### src/rtl/xsim_sink_pkg.sv
// xsim_sink_pkg
// Shared types and helpers for the xsim message-sink scheduler.
//   beat_t       : one 32-bit indication beat
//   sched_state_t: scheduler FSM encoding
//   EMPTY_BEAT   : value presented on a lane whose FIFO is empty
//   unpack_dpi() : splits the longint returned by dpi_msgSink_beat into
//                  {valid, data}; bit 32 is valid, bits 63:33 are ignored
package xsim_sink_pkg;

    typedef logic [31:0] beat_t;

    typedef enum logic [1:0] {
        IDLE = 2'd0,
        RUN  = 2'd1,
        STOP = 2'd2
    } sched_state_t;

    localparam beat_t EMPTY_BEAT = 32'haaaaaaaa;

    typedef struct packed {
        logic  valid;
        beat_t data;
    } dpi_beat_t;

    function automatic dpi_beat_t unpack_dpi(input longint raw);
        dpi_beat_t r;
        r.valid = raw[32];
        r.data  = raw[31:0];
        return r;
    endfunction

endpackage

### src/rtl/xsim_sink_fifo.sv
// xsim_sink_fifo
// Per-portal beat FIFO. DEPTH must be a power of two so the pointers wrap
// naturally. The caller never enqueues when full nor dequeues when empty.
// Ports:
//   CLK, RST    : clock, synchronous active-high reset
//   enq_i       : push enq_data_i
//   enq_data_i  : beat to push
//   deq_i       : pop the head
//   count_o     : number of beats held
//   head_o      : oldest beat, EMPTY_BEAT when empty
module xsim_sink_fifo
    import xsim_sink_pkg::*;
#(
    parameter  int DEPTH = 2,
    localparam int AW    = $clog2(DEPTH),
    localparam int CW    = $clog2(DEPTH + 1)
) (
    input  logic          CLK,
    input  logic          RST,
    input  logic          enq_i,
    input  beat_t         enq_data_i,
    input  logic          deq_i,
    output logic [CW-1:0] count_o,
    output beat_t         head_o
);

    beat_t         mem_q [DEPTH];
    logic [AW-1:0] rd_ptr_q;
    logic [AW-1:0] wr_ptr_q;
    logic [CW-1:0] count_q;

    always_ff @(posedge CLK) begin
        if (RST) begin
            rd_ptr_q <= '0;
            wr_ptr_q <= '0;
            count_q  <= '0;
        end else begin
            if (enq_i) begin
                mem_q[wr_ptr_q] <= enq_data_i;
                wr_ptr_q        <= wr_ptr_q + AW'(1);
            end
            if (deq_i) begin
                rd_ptr_q <= rd_ptr_q + AW'(1);
            end
            // simultaneous push and pop leaves the occupancy unchanged
            if (enq_i && !deq_i) begin
                count_q <= count_q + CW'(1);
            end else if (!enq_i && deq_i) begin
                count_q <= count_q - CW'(1);
            end
        end
    end

    assign count_o = count_q;
    assign head_o  = (count_q == '0) ? EMPTY_BEAT : mem_q[rd_ptr_q];

endmodule

### src/rtl/xsim_sink_scheduler.sv
// xsim_sink_scheduler
// Shares the single dpi_msgSink_beat poll path among NUM_PORTALS portal
// indication channels: round-robin over eligible portals, at most one poll
// per cycle, per-portal FIFO buffering and RDY/EN delivery.
// The DPI call itself is made by the xsim wrapper: when dpi_call_o is high it
// evaluates dpi_msgSink_beat(dpi_portal_o) once and returns the longint on
// dpi_ret_i in the same cycle, keeping this core synthesizable.
// Ports:
//   CLK, RST      : clock, synchronous active-high reset
//   enable        : global poll enable
//   rdy_beat      : per-portal FIFO non-empty
//   en_beat       : per-portal dequeue strobe
//   beat          : per-portal FIFO head (lane i = bits 32*i+31:32*i)
//   busy          : scheduler not IDLE
//   err_underflow : sticky, dequeue attempted on an empty FIFO
//   poll_count    : DPI calls issued, wraps
//   dpi_call_o    : DPI call issued this cycle
//   dpi_portal_o  : portal index passed to the DPI call
//   dpi_ret_i     : longint returned by the DPI call
//
// state | meaning
// IDLE  | no polls, waiting for enable
// RUN   | polling one eligible portal per cycle
// STOP  | no polls, draining buffered beats
module xsim_sink_scheduler
    import xsim_sink_pkg::*;
#(
    parameter int NUM_PORTALS = 4,
    parameter int FIFO_DEPTH  = 2,
    parameter int BACKOFF     = 8
) (
    input  logic                      CLK,
    input  logic                      RST,
    input  logic                      enable,
    output logic [NUM_PORTALS-1:0]    rdy_beat,
    input  logic [NUM_PORTALS-1:0]    en_beat,
    output logic [NUM_PORTALS*32-1:0] beat,
    output logic                      busy,
    output logic                      err_underflow,
    output logic [31:0]               poll_count,
    output logic                      dpi_call_o,
    output logic [31:0]               dpi_portal_o,
    input  logic [63:0]               dpi_ret_i
);

    localparam int PW = (NUM_PORTALS > 1) ? $clog2(NUM_PORTALS) : 1;
    localparam int BW = (BACKOFF > 0) ? $clog2(BACKOFF + 1) : 1;
    localparam int CW = $clog2(FIFO_DEPTH + 1);

    sched_state_t  state_q, state_d;
    logic [PW-1:0] rr_ptr_q, rr_ptr_d;
    logic [BW-1:0] backoff_q [NUM_PORTALS];
    logic [BW-1:0] backoff_d [NUM_PORTALS];
    logic          err_q, err_d;
    logic [31:0]   poll_count_q, poll_count_d;

    logic [CW-1:0]          fifo_count [NUM_PORTALS];
    beat_t                  fifo_head  [NUM_PORTALS];
    logic [NUM_PORTALS-1:0] elig, enq, deq, drained;
    logic                   pick_found;
    logic [PW-1:0]          pick_idx, cand;
    logic                   poll;
    dpi_beat_t              resp;

    assign resp = unpack_dpi(dpi_ret_i);

    for (genvar g = 0; g < NUM_PORTALS; g++) begin : g_portal
        // occupancy is the registered count, so a same-cycle pop never frees a slot
        assign elig[g]     = (fifo_count[g] < CW'(FIFO_DEPTH)) && (backoff_q[g] == '0);
        assign enq[g]      = poll && resp.valid && (pick_idx == PW'(g));
        assign rdy_beat[g] = (fifo_count[g] != '0);
        assign deq[g]      = en_beat[g] && rdy_beat[g];
        // FIFO will be empty after this edge
        assign drained[g]  = (fifo_count[g] == '0) ||
                             ((fifo_count[g] == CW'(1)) && deq[g] && !enq[g]);
        assign beat[g*32 +: 32] = fifo_head[g];

        xsim_sink_fifo #(.DEPTH(FIFO_DEPTH)) u_fifo (
            .CLK        (CLK),
            .RST        (RST),
            .enq_i      (enq[g]),
            .enq_data_i (resp.data),
            .deq_i      (deq[g]),
            .count_o    (fifo_count[g]),
            .head_o     (fifo_head[g])
        );
    end

    // first eligible portal at or after rr_ptr, wrapping
    always_comb begin
        pick_found = 1'b0;
        pick_idx   = '0;
        cand       = '0;
        for (int k = 0; k < NUM_PORTALS; k++) begin
            cand = PW'((int'(rr_ptr_q) + k) % NUM_PORTALS);
            if (!pick_found && elig[cand]) begin
                pick_found = 1'b1;
                pick_idx   = cand;
            end
        end
    end

    assign poll = (state_q == RUN) && pick_found;

    always_comb begin
        state_d = state_q;
        unique case (state_q)
            IDLE: if (enable) state_d = RUN;
            RUN:  if (!enable) state_d = STOP;
            STOP: begin
                if (enable) begin
                    state_d = RUN;
                end else if (&drained) begin
                    state_d = IDLE;
                end
            end
            default: state_d = IDLE;
        endcase
    end

    always_comb begin
        rr_ptr_d     = poll ? PW'((int'(pick_idx) + 1) % NUM_PORTALS) : rr_ptr_q;
        poll_count_d = poll ? poll_count_q + 32'd1 : poll_count_q;
        err_d        = err_q | (|(en_beat & ~rdy_beat));
        for (int i = 0; i < NUM_PORTALS; i++) begin
            backoff_d[i] = backoff_q[i];
            if (poll && (pick_idx == PW'(i))) begin
                backoff_d[i] = resp.valid ? '0 : BW'(BACKOFF);
            end else if (backoff_q[i] != '0) begin
                backoff_d[i] = backoff_q[i] - BW'(1);
            end
        end
    end

    always_ff @(posedge CLK) begin
        if (RST) begin
            state_q      <= IDLE;
            rr_ptr_q     <= '0;
            err_q        <= 1'b0;
            poll_count_q <= '0;
            for (int i = 0; i < NUM_PORTALS; i++) begin
                backoff_q[i] <= '0;
            end
        end else begin
            state_q      <= state_d;
            rr_ptr_q     <= rr_ptr_d;
            err_q        <= err_d;
            poll_count_q <= poll_count_d;
            for (int i = 0; i < NUM_PORTALS; i++) begin
                backoff_q[i] <= backoff_d[i];
            end
        end
    end

    assign busy          = (state_q != IDLE);
    assign err_underflow = err_q;
    assign poll_count    = poll_count_q;
    assign dpi_call_o    = poll;
    assign dpi_portal_o  = 32'(pick_idx);

endmodule

### config.mk
export PLATFORM = sky130hd
export DESIGN_NAME = xsim_sink_scheduler
export DESIGN_NICKNAME = d
export VERILOG_FILES = /design/src/rtl/xsim_sink_pkg.sv /design/src/rtl/xsim_sink_fifo.sv /design/src/rtl/xsim_sink_scheduler.sv
export SDC_FILE = /design/constraint.sdc
export NUM_CORES = 1
export LEC_CHECK = 0
export ABC_AREA = 1
export ABC_CLOCK_PERIOD_IN_PS = 3200
export CAP_MARGIN = 20
export CORE_ASPECT_RATIO = 0.9
export CORE_MARGIN = 2
export CORE_UTILIZATION = 47
export DETAILED_ROUTE_END_ITERATION = 6
export PLACE_DENSITY = 0.76
export SLEW_MARGIN = 15
export SYNTH_ARGS = -nofsm -noshare
export SYNTH_HDL_FRONTEND = slang
export SYNTH_SLANG_ARGS = --single-unit
### constraint.sdc
create_clock -name CLK -period 3.2 [get_ports CLK]
set_input_delay 0.32 -clock CLK [delete_from_list [all_inputs] [get_ports CLK]]
set_output_delay 0.32 -clock CLK [all_outputs]
set_load 0.1 [all_outputs]
==> out/results.txt, run 1 <==
Setup TNS: 0 ns
CP startpoint kind: flip-flop
CP Class: reg2out
Final GP Congestion: 0.8901
Post-synth EDFFs: 256
Die area: 30980 um2
Top_reg_cell synth: edfxtp_1
TritonRoute pass-1 iters: 5
Layout cell share with drive strength beyond 1: 17.48%
Vias in the first global route: 10441
Post-synth cell types: 46
Post-CTS Hold Buffers: 0
Post-Syn Area: 13910 um2
Crit. End Element: output pin
Area contributors post-synth: edfxtp_1, dfxtp_1, nand2_1
Clock Latency Late Sink: 0.52 ns
Core area: 29010 um2
Slew headroom: 33.73%
Layout area overhead: 36.12%
Post-synth ARST share: 0%
Max_cap viols: 0
Die Ht: 167.2 um
Root buffer cell: clkbuf_16
Worst slew pin tran: 0.9909 ns
Dpl hpwl: 25370 um
WP data required: 2.88 ns
Register bit total from synthesis: 329
Clk slew on worst S/H paths: 0.06 ns
Skew final: 0.01506 ns
Chip Width: 185.3 um
Synth area leader: edfxtp_1
Final Cycle Share: 93.08%
Initial antenna violation count: 1
Via count: 10337
Worst Path Arrival: 2.66 ns
WL/cell: 19.48 um
DRC viols: 0
Cell with the most instances after synthesis: nand2_1
I/O Pins: 270
Max FO, Critical Path: 20
Global-route wire length before repair: 58540 um
Slew Limit Fails: 0
Syn Area/Cell: 10.71 um2
CTS buffer count: 35
H-tree levels: 2
Post-synthesis cell count: 1299
Largest net degree at the start of global routing: 34
Unrepaired setup endpoints after global routing: false
Yosys warns: 0
Flop2flop setup slack: 0.37 ns
Max frequency: 0.3358 GHz
Period minus WS final: 2.978 ns
Port buffer count: 208
Post-synth top area share: 55.28%
Routed wire length: 37950 um
TritonCTS Sinks: 329
Sequential-to-total area share from yosys stat: 65.79%
Deepest clock path buffer count: 3
Overflow after GRT: 0
FP Rows: 59
Post-route ant nets: 0
Total track usage: 24.77%
Final Hold Fails: 0
DRT iter0 DRCs: 939
CTS tree: built
Status: completed
Final Setup Violations: 0
Hold Path Class: in2reg
Commonest cells post-synth: nand2_1, edfxtp_1, nor2_1, nand3_1, o21ai_0
Fin nets: 1615
Starting density of the core: 47.93%
Setup repair bufs after CTS: 0
Vias per Instance: 5.306
[through the flow]
stage / util [%] / worst slack, ns / std cells / hold slack (ns) / instance area (um2)
2_1_floorplan: - / -0.4609 / 1328 / 0.4189 / 14030
3_3_place_gp: 61.25 / 0.3965 / 1882 / 0.4623 / 17770
3_5_place_dp: 61.25 / 0.3359 / 1882 / 0.4748 / 17770
4_1_cts: 65.22 / 0.1244 / 1946 / 0.3505 / 18920
5_1_grt: 65.23 / 0.03989 / 1946 / 0.3862 / 18920
6_report: 65.24 / 0.2216 / 1948 / 0.3603 / 18930
[worst paths after layout]
| path | endpoint | cells after the start | start |
|---|---|---|---|
| setup / recovery | dpi_call_o | 10 | backoff_q[2][0]$_SDFFE_PP0P_ |
| hold reg to reg | backoff_q[1][0]$_SDFFE_PP0P_ | 2 | backoff_q[1][0]$_SDFFE_PP0P_ |
| setup reg to reg | g_portal[0].u_fifo.mem_q[1][4]$_DFFE_PP_ | 15 | backoff_q[2][0]$_SDFFE_PP0P_ |
| hold / removal | state_q[0]$_SDFFE_PP0P_ | 3 | enable |
[timing repair]
action | 4_1_cts | 5_1_grt
gates resized for setup | 0 | 1
endpoints found under the setup margin | 0 | 1
hold endpoints to repair | 0 | 0
[placed cells by master, fill, tap and decap left out, types with 10 or more instances in the layout]
| cell | count |
|---|---|
| a21oi_1 | 40 |
| buf_12 | 134 |
| buf_4 | 31 |
| clkbuf_16 | 36 |
| clkdlybuf4s50_1 | 72 |
| clkinv_1 | 10 |
| conb_1 | 30 |
| dfxtp_1 | 72 |
| edfxtp_1 | 256 |
| ha_1 | 21 |
| inv_1 | 69 |
| nand2_1 | 257 |
| nand3_1 | 91 |
| nand4_1 | 20 |
| nor2_1 | 172 |
| nor2_4 | 10 |
| nor3_1 | 25 |
| o21ai_0 | 87 |
| xnor2_1 | 13 |
| xor2_1 | 12 |
[cell families (layout without fill, tap and decap cells)]
logic type | Yosys count | count (layout) | share of synthesized area (%)
xor+xnor | 26 | 26 | 1.692
other cells | 1 | 32 | 0.02697
compound gates | 147 | 147 | 5.705
simple gates | 615 | 615 | 19.58
buf+inv | 160 | 382 | 5.318
flops | 329 | 329 | 65.79
fa+ha+maj | 21 | 21 | 1.889
[sequential cells by signal, indices dropped and copies added, names as in the netlist, named ones only]
signal and count:
g_portal.u_fifo.rd_ptr_q 4, g_portal.u_fifo.count_o 8, g_portal.u_fifo.mem_q 256, err_underflow 1
poll_count 32, backoff_q 16, state_q 2, rr_ptr_q 2
g_portal.u_fifo.wr_ptr_q 4
[final cells by class]
| cell class | count | area [um2] |
|---|---|---|
| fillers | 2105 | 10080 |
| flip-flops and latches | 329 | 9150 |
| clock buffers | 45 | 964.7 |
| multi-input cells | 839 | 4185 |
| diodes | 2 | 5.005 |
| well taps | 396 | 495.5 |
| inverters | 81 | 304.0 |
| repair buffers | 237 | 3636 |
| clock inverters | 19 | 187.7 |
[metal layers]
metal	track usage [%]	vias up	part of all wire, %
li1	-	4834	-
met4	8.937	0	3.2
met3	4.328	78	7.6
met2	41.73	437	49
met5	0	-	0
met1	32.19	4988	40
[worst max-delay path, cell delays in order (launching register included)]
cell,delay (ns)
dfxtp_1,0.35
inv_1,0.09
ha_1,0.26
nand4_1,0.15
nand3_1,0.15
nand2_4,0.16
nand4_2,0.11
nand2_2,0.11
buf_4,0.30
inv_2,0.22
buf_12,0.23
Power of run 1 is left out: the tool's default activity adds up to more than one toggle a clock period on the data nets, which glitch-free logic cannot reach.
==> inputs of run 2 (changes only) <==
--- a/config.mk
+++ b/config.mk
@@ -13,6 +13,7 @@
 export CORE_UTILIZATION = 47
 export DETAILED_ROUTE_END_ITERATION = 6
 export PLACE_DENSITY = 0.76
+export SKIP_LAST_GASP = 1
 export SLEW_MARGIN = 15
 export SYNTH_ARGS = -nofsm -noshare
 export SYNTH_HDL_FRONTEND = slang
==> results of run 2 <==
Same layout as run 1: the final DEF is identical, and so are final timing and power.
Power of run 2 is left out for the same reason.
==> inputs of run 3 (changes only) <==
--- a/config.mk
+++ b/config.mk
@@ -6,13 +6,14 @@
 export NUM_CORES = 1
 export LEC_CHECK = 0
 export ABC_AREA = 1
-export ABC_CLOCK_PERIOD_IN_PS = 3200
+export ABC_CLOCK_PERIOD_IN_PS = 3500
 export CAP_MARGIN = 20
 export CORE_ASPECT_RATIO = 0.9
 export CORE_MARGIN = 2
-export CORE_UTILIZATION = 47
+export CORE_UTILIZATION = 56
 export DETAILED_ROUTE_END_ITERATION = 6
-export PLACE_DENSITY = 0.76
+export PLACE_DENSITY = 0.85
+export RECOVER_POWER = 100
 export SKIP_LAST_GASP = 1
 export SLEW_MARGIN = 15
 export SYNTH_ARGS = -nofsm -noshare
==> constraint.sdc (replaced) <==
create_clock -name CLK -period 3.5 [get_ports CLK]
set_input_delay 0.35 -clock CLK [delete_from_list [all_inputs] [get_ports CLK]]
set_output_delay 0.35 -clock CLK [all_outputs]
set_load 0.1 [all_outputs]
==> run 3 against run 2 <==
Critical path depth fell by 4. Via count rose by 4.1%. Clock-buffer cell count fell by 9. Global-route usage rose by 4.9 points. First-iteration DRC count rose by 21%. Die area fell by 16%.
==> out/results.txt, run 3 (same netlist as run 1, synthesis figures left out) <==
Period minus WS final: 3.433 ns
Multi-input logic area: 4095 um2 (-2.2%)
Final Cycle Share: 98.08%
Unrepaired setup endpoints after global routing: false
Layout area overhead: 20.79%
Largest net degree at the start of global routing: 34 (unchanged)
Clock Latency Late Sink: 0.55 ns (+0.03 ns)
R2r startpoint: rr_ptr_q[0]$_SDFFE_PP0P_
Fin Hold WS: 0.3431 ns (-0.01719 ns)
Post-route ant nets: 0 (unchanged)
Starting density of the core: 57.17% (+9.2 points)
Post-CTS Resized: 0 (unchanged)
Setup TNS: 0 ns (unchanged)
Setup repair bufs after CTS: 0 (unchanged)
Worst slew pin tran: 1.169 ns (+0.1780 ns)
CP startpoint kind: flip-flop
Slew headroom: 22.40% (-11 points)
Worst Path Arrival: 3.08 ns (+0.42 ns)
Final GP Congestion: 0.8972 (+0.80%)
CTS tree: built
Worst Reg-to-Reg Cells: 13 (-2)
Status: completed
Die area: 26110 um2 (-16%)
Core area: 24320 um2 (-16%)
Hold Path Class: in2reg
Clk slew on worst S/H paths: 0.07 ns (about the same)
DRT iter0 DRCs: 1138 (+21%)
Flop2flop setup slack: 0.26 ns (-0.11 ns)
Global-route wire length before repair: 59180 um (+1.1%)
Die Ht: 153.5 um (-8.2%)
Routed wire length: 39090 um (+3.0%)
Vias in the first global route: 10514 (+0.70%)
Hold Path Sink: state_q[0]$_SDFFE_PP0P_
FF+latch area: 9149 um2 (about the same)
Vias per Instance: 5.808 (+9.5%)
Fin nets: 1610 (-0.31%)
Port buffer count: 208 (unchanged)
Reg2reg end: g_portal[2].u_fifo.mem_q[0][17]$_DFFE_PP_
CP Class: reg2out
Final Hold Fails: 0 (unchanged)
Layout cell share with drive strength beyond 1: 14.98% (-2.5 points)
Root buffer cell: clkbuf_16
Max_cap viols: 0 (unchanged)
Crit. End Element: output pin
Most frequent cells in the layout: nand2_1, edfxtp_1, nor2_1
I/O Pins: 270 (unchanged)
Hold_sp: enable
Hold depth: 3 (unchanged)
Skew final: 0.01297 ns (-0.002085 ns)
DRC viols: 0 (unchanged)
CTS buffer count: 31 (-11%)
Max FO, Critical Path: 25 (+25%)
TritonRoute pass-1 iters: 6 (+1)
Max frequency: 0.2913 GHz
Initial antenna violation count: 3 (+2)
WL/cell: 21.10 um (+8.3%)
TritonCTS Sinks: 329 (unchanged)
Slew Limit Fails: 0 (unchanged)
Overflow after GRT: 0 (unchanged)
Dpl hpwl: 25190 um (-0.71%)
Total track usage: 29.65% (+4.9 points)
FP Rows: 54 (-8.5%)
Fill count: 1617 (-23%)
Final Setup Violations: 0 (unchanged)
Max FFs per register: 256 (unchanged)
H-tree levels: 1 (-1)
WP data required: 3.15 ns (+0.27 ns)
Deepest clock path buffer count: 3 (unchanged)
Via count: 10763 (+4.1%)
Largest Register: g_portal.u_fifo.mem_q
Chip Width: 170.1 um (-8.2%)
Commonest non-fill, non-tap cell in the layout: nand2_1
Post-CTS Hold Buffers: 0 (unchanged)
## run 3: through the flow
stage               instance area (um2)  util, %  std cells  worst slack (ns)
floorplan                         14030        -       1328           -0.1609
global placement                  17620    72.45       1792            0.6576
detailed placement                17620    72.45       1792            0.6062
CTS                               18600    76.49       1849            0.2861
global route                      16790    69.04       1851           0.04630
finish                            16800    69.06       1853           0.06711
## run 3: worst max-delay path, stage by stage (launching register included)
cell	delay (ns)
dfxtp_1	0.30
inv_1	0.19
ha_1	0.24
clkinv_1	0.71
clkbuf_1	0.55
nand3_1	0.21
buf_4	0.31
## run 3: area by class of cell
cell class / instances / area share, %
sequential: 329 / 54.47
multi-input combinational: 839 / 24.38
timing repair buffer: 236 / 11.16
clock buffer: 36 / 4.730
tap: 308 / 2.294
inverter: 81 / 1.810
clock inverter: 21 / 1.117
antenna: 3 / 0.04469
## run 3: how the worst max path moves through the flow
stage	end	cells past startpoint	slack, ns	from
after detailed placement	g_portal[0].u_fifo.mem_q[0][16]$_DFFE_PP_	15	0.61	backoff_q[3][0]$_SDFFE_PP0P_
after global routing	g_portal[2].u_fifo.mem_q[0][31]$_DFFE_PP_	14	0.05	backoff_q[2][0]$_SDFFE_PP0P_
final	beat[109]	6	0.07	g_portal[3].u_fifo.count_o[1]$_SDFFE_PP0P_
after global placement	g_portal[0].u_fifo.mem_q[0][16]$_DFFE_PP_	15	0.66	rr_ptr_q[0]$_SDFFE_PP0P_
after floorplan	g_portal[0].u_fifo.mem_q[1][0]$_DFFE_PP_	14	-0.16	backoff_q[2][0]$_SDFFE_PP0P_
after CTS	dpi_call_o	10	0.29	backoff_q[3][0]$_SDFFE_PP0P_
## run 3: routing by layer
layer / vias up / wire (um) / GRT usage (%) / part of all wire, %
met3: 108 / 3752 / 5.045 / 9.6
met2: 705 / 19160 / 49.83 / 49
met4: 0 / 1611 / 12.13 / 4.1
met1: 5128 / 14560 / 38.47 / 37
li1: 4822 / - / - / -
met5: - / 0 / 0 / 0
Power of run 3 is left out for the same reason.
